`config.mk`:
```
export PLATFORM = sky130hd
export DESIGN_NAME = pc_gen_ras
export DESIGN_NICKNAME = d
export VERILOG_FILES = /design/src/rtl/pc_gen_ras.sv
export SDC_FILE = /design/constraint.sdc
export NUM_CORES = 1
export LEC_CHECK = 0
export CORE_ASPECT_RATIO = 0.5
export CORE_MARGIN = 5
export CORE_UTILIZATION = 45
export DETAILED_ROUTE_END_ITERATION = 7
export PLACE_DENSITY_LB_ADDON = 0.25
export SETUP_SLACK_MARGIN = 0.4
export SYNTH_ARGS = -nofsm -noshare
export SYNTH_HDL_FRONTEND = slang
export SYNTH_SLANG_ARGS = --single-unit
```
`constraint.sdc`:
```
create_clock -name clk -period 5.4 [get_ports clk]
set_clock_uncertainty 0.1 [all_clocks]
set_input_delay 1.08 -clock clk [delete_from_list [all_inputs] [get_ports clk]]
set_output_delay 1.08 -clock clk [all_outputs]
set_load 0.01 [all_outputs]
```
`src/rtl/pc_gen_ras.sv`:
```
`default_nettype none
// ============================================================================
//  Module      : pc_gen_ras
//  Description : Fetch program-counter generator. Next-PC priority is
//                trap > redirect > stall > RAS return > sequential.
//                A small circular return-address stack predicts return targets.
//  Revision    : 1.0  initial release
// ============================================================================
module pc_gen_ras #(
    parameter int                 XLEN         = 32,
    parameter logic [XLEN-1:0]    RESET_VECTOR = '0,
    parameter int                 RAS_DEPTH    = 4,
    parameter bit                 RVC_EN       = 1'b1
) (
    input  logic                  clk,
    input  logic                  rst_n,
    input  logic                  i_stall_n,
    input  logic                  i_rvc,
    input  logic                  i_trap,
    input  logic [XLEN-1:0]       i_trap_vector,
    input  logic                  i_redirect,
    input  logic [XLEN-1:0]       i_redirect_addr,
    input  logic                  i_ras_push,
    input  logic                  i_ras_pop,
    output logic [XLEN-1:0]       o_pc,
    output logic                  o_ras_empty,
    output logic                  o_ras_underflow,
    output logic                  o_misalign_err
);

    localparam int              c_PTR_W      = $clog2(RAS_DEPTH);
    localparam int              c_CNT_W      = c_PTR_W + 1;
    localparam logic [XLEN-1:0] c_ALIGN_MASK = RVC_EN ? XLEN'(1) : XLEN'(3);
    localparam logic [c_CNT_W-1:0] c_DEPTH   = c_CNT_W'(RAS_DEPTH);

    logic [XLEN-1:0]    r_pc;
    logic [c_PTR_W-1:0] r_ptr;
    logic [c_CNT_W-1:0] r_count;
    logic               r_underflow;
    logic               r_misalign;
    logic [XLEN-1:0]    r_ras [RAS_DEPTH];

    logic [XLEN-1:0]    w_inc;
    logic [XLEN-1:0]    w_seq;
    logic [XLEN-1:0]    w_top;
    logic [XLEN-1:0]    w_target;
    logic               w_redir;
    logic               w_empty;
    logic               w_misalign;
    logic [XLEN-1:0]    w_pc_nxt;
    logic [c_PTR_W-1:0] w_ptr_nxt;
    logic [c_CNT_W-1:0] w_cnt_nxt;
    logic               w_wr_en;
    logic [c_PTR_W-1:0] w_wr_idx;
    logic               w_underflow;

    assign w_inc      = (RVC_EN && i_rvc) ? XLEN'(2) : XLEN'(4);
    assign w_seq      = r_pc + w_inc;
    assign w_top      = r_ras[r_ptr];
    assign w_empty    = (r_count == '0);
    assign w_redir    = i_trap | i_redirect;
    assign w_target   = i_trap ? i_trap_vector : i_redirect_addr;
    assign w_misalign = w_redir & (|(w_target & c_ALIGN_MASK));

    always_comb begin
        w_pc_nxt    = r_pc;
        w_ptr_nxt   = r_ptr;
        w_cnt_nxt   = r_count;
        w_wr_en     = 1'b0;
        w_wr_idx    = r_ptr;
        w_underflow = 1'b0;
        if (w_redir) begin
            // Misaligned targets still load, with the offending bits cleared.
            w_pc_nxt = w_target & ~c_ALIGN_MASK;
        end else if (i_stall_n) begin
            w_pc_nxt = w_seq;
            if (i_ras_push && i_ras_pop && !w_empty) begin
                // Co-routine swap: jump to the old top, replace it in place.
                w_pc_nxt = w_top;
                w_wr_en  = 1'b1;
                w_wr_idx = r_ptr;
            end else if (i_ras_push) begin
                // Also covers push+pop on an empty stack, which flags underflow.
                w_wr_en     = 1'b1;
                w_wr_idx    = r_ptr + 1'b1;
                w_ptr_nxt   = r_ptr + 1'b1;
                w_cnt_nxt   = (r_count == c_DEPTH) ? r_count : r_count + 1'b1;
                w_underflow = i_ras_pop;
            end else if (i_ras_pop) begin
                if (!w_empty) begin
                    w_pc_nxt  = w_top;
                    w_ptr_nxt = r_ptr - 1'b1;
                    w_cnt_nxt = r_count - 1'b1;
                end else begin
                    w_underflow = 1'b1;
                end
            end
        end
    end

    always_ff @(posedge clk or negedge rst_n) begin
        if (!rst_n) begin
            r_pc        <= RESET_VECTOR;
            r_ptr       <= '0;
            r_count     <= '0;
            r_underflow <= 1'b0;
            r_misalign  <= 1'b0;
        end else begin
            r_pc        <= w_pc_nxt;
            r_ptr       <= w_ptr_nxt;
            r_count     <= w_cnt_nxt;
            r_underflow <= w_underflow;
            r_misalign  <= w_misalign;
        end
    end

    // Stack storage is deliberately left out of reset.
    always_ff @(posedge clk) begin
        if (w_wr_en) begin
            r_ras[w_wr_idx] <= w_seq;
        end
    end

    assign o_pc            = r_pc;
    assign o_ras_empty     = w_empty;
    assign o_ras_underflow = r_underflow;
    assign o_misalign_err  = r_misalign;

endmodule
`default_nettype wire

```
==> out/metrics.cfg <==
[outcome]
status=finished clean

[timing]
max_slew_margin_pct=27.36
setup_viol=0
rsz0062_at_grt=false
drv_slew=0
hold_viol=0
fin_crit_sh_pct=69.19
worst_pin_slew_ps=1090
fmax_mhz=267.6
fin_crit_ps=3736
fin_ws_ps=1664
setup_tns_ps=0

[synthesis]
syn_inst=609
yosysUniqueCellTypes=63
synth_seq_cells=167
ys.flop_type=edfxtp_1
yosys_warnings=0
postSynth.asyncResetShare_pct=23.35
syn_avg_cell_area_um2=13.32
syn_area_um2=8113
ys_seq_area_share_pct=59.41
synth_edf_count=128
syn-num-nets=687

[worst_hold_path]
hold_class=flip-flop to flip-flop

[worst_setup_path]
startpoint_type=input port
path_max_fanout=6
cp.required_ps=5500
crit_type=input port to flip-flop
arrival_ps=3840
endpoint_kind=flip-flop

[clock_network]
hold_buffers=0
post-cts-setup-buffers=0
cts.sinks=167
cts_tree=built
worst_skew_pair.late_latency_ps=420
cts_root_buf=clkbuf_16
htree_levels=4
cts_resized=0
cts_buffers=17
clockBufferDepth=2
clk_pin_slew_ps=70

[die]
rows=34
dieArea_um2=20980
initial_core_util_pct=46.29
die_y_um=104.9
fp.coreArea_um2=17530
die_x_um=199.9
io_pins=107

[finish]
areaGrowthSynthToFinish_pct=23.32
fillers=1445
final_area_um2=10000
final_core_util_pct=57.08
antenna_cells=0
final_cell_mix=edfxtp_1, clkdlybuf4s50_1, nor3_1, dfrtp_1, a21oi_1
final_nets=787
mostFrequentLayoutCell=edfxtp_1
multiInputGateArea_um2=3068
layout-drive-gt1-share_pct=13.57
regArea_um2=4821

[global_routing]
grt_pass1_wl_um=34430
grt_pass1_vias=5719
grt-ovfl-total=0
antenna_found_initial=0
track_usage_pct=21.88
grt_max_degree=40

[detailed_routing]
antenna_left=0
dr.first_iter.drc_count=611
routedWlPerCell_um=23.63
drc=0
routed_via_density=6.153
drt-total-wl_um=22590
vias=5882
drt_first_pass_iters=5

[pwr]
ir_drop_uv=250.9
powerDensity_nw_per_um2=405.2
p_leak_nw=3.391

[placed_design]
portBuffers=106
gp_congestion=0.8432
place_ws_ps=1301
dpl.hpwl_um=15580
post_dp_cell_area_um2=9424

[job]
drv_cap=0

cells in the mapped netlist, types with 3 or more instances:
cell	count	area (um^2)
a2bb2oi_1	13	113.9
xnor2_1	25	219.0
or3_1	4	25.02
mux4_2	32	720.7
nor2b_1	26	162.7
nor3b_1	4	30.03
o21a_1	3	22.52
clkbuf_1	22	82.58
nor3_1	38	190.2
o211ai_1	3	22.52
ha_1	4	50.05
and4_1	3	26.28
edfxtp_1	128	3844
buf_1	3	11.26
buf_2	12	60.06
nand3_1	14	70.07
and3_1	6	37.54
nor2_1	31	116.4
buf_4	4	30.03
a221o_1	8	80.08
nand2_1	29	108.9
a21oi_1	37	185.2
a31oi_1	5	31.28
a211oi_1	3	22.52
a221oi_1	17	148.9
xor2_1	8	70.07
nand4_1	10	62.56
o21ai_0	14	70.07
o21ai_1	3	15.01
o31ai_1	3	22.52
dfrtp_1	39	975.9
inv_1	19	71.32
sequential cells by signal (all words and copies together) (netlist names):
signal           cells
r_ptr                2
o_ras_underflow      1
r_ras              128
o_pc                32
r_count              3
o_misalign_err       1
worst max-delay path, cell delays in order:
cell,delay (ps)
clkdlybuf4s50_1,500
ha_1,220
fa_1,360
nand2_1,220
nor4_2,770
nand4b_1,300
xnor2_1,380
path summary, 6_finish.rpt:
| path | start | cells after the start | end | slack (ps) |
|---|---|---|---|---|
| min in group asynchronous | rst_n | 1 | o_ras_underflow | 750 |
| min reg2reg | o_pc[0] | 0 | r_ras[3][0] | 530 |
| max | i_rvc | 7 | r_ras[3][31] | 1660 |
| max in group asynchronous | rst_n | 1 | r_ptr[0] | 3730 |
| min | o_pc[0] | 0 | r_ras[3][0] | 530 |
| max reg2reg | r_ptr[0] | 5 | r_ras[0][11] | 2130 |
kinds of logic after synthesis:
| family | after synthesis | share of synthesized area (%) |
|---|---|---|
| AOI/OAI and AO/OA | 126 | 11.10 |
| and+or+nand+nor | 183 | 12.52 |
| muxes | 34 | 9.146 |
| adders and majority gates | 6 | 1.110 |
| xor gates and xnor gates | 33 | 3.563 |
| buffers and inverters | 60 | 3.146 |
| DFF | 167 | 59.41 |
routing by layer:
metal	vias up	track usage [%]	routed length, um
met3	8	5.884	2275
met5	-	0	0
met4	0	3.682	75
met1	2975	32.53	9916
met2	313	33.08	10330
li1	2586	-	-
area by class of cell:
cell class	instances	share of cell area (%)
clock buffers	19	4.327
clock inverters	13	1.476
inverters	19	0.7129
multi-input cells	382	30.67
flip-flops and latches	167	48.19
well taps	234	2.926
repair buffers	122	11.71
power by group:
group | internal [W] | switching, W | leakage [nW]
registers | 0.00155 | 0.000229 | 1.64
logic | 0.000550 | 0.000525 | 1.48
clock network | 0.000687 | 0.000515 | 0.266
total | 0.00278 | 0.00127 | 3.39
metrics by stage:
stage | hold WS [ps] | total power, W | instances
after floorplan | 397.1 | 0.002433 | 609
after CTS | 528.6 | 0.004069 | 956
after global routing | 545.8 | 0.004234 | 956
after global placement | 501.8 | 0.002856 | 924
after detailed placement | 506.5 | 0.002873 | 924
final | 525.6 | 0.004054 | 956
Note: power is estimated with default switching activity, not from simulation.
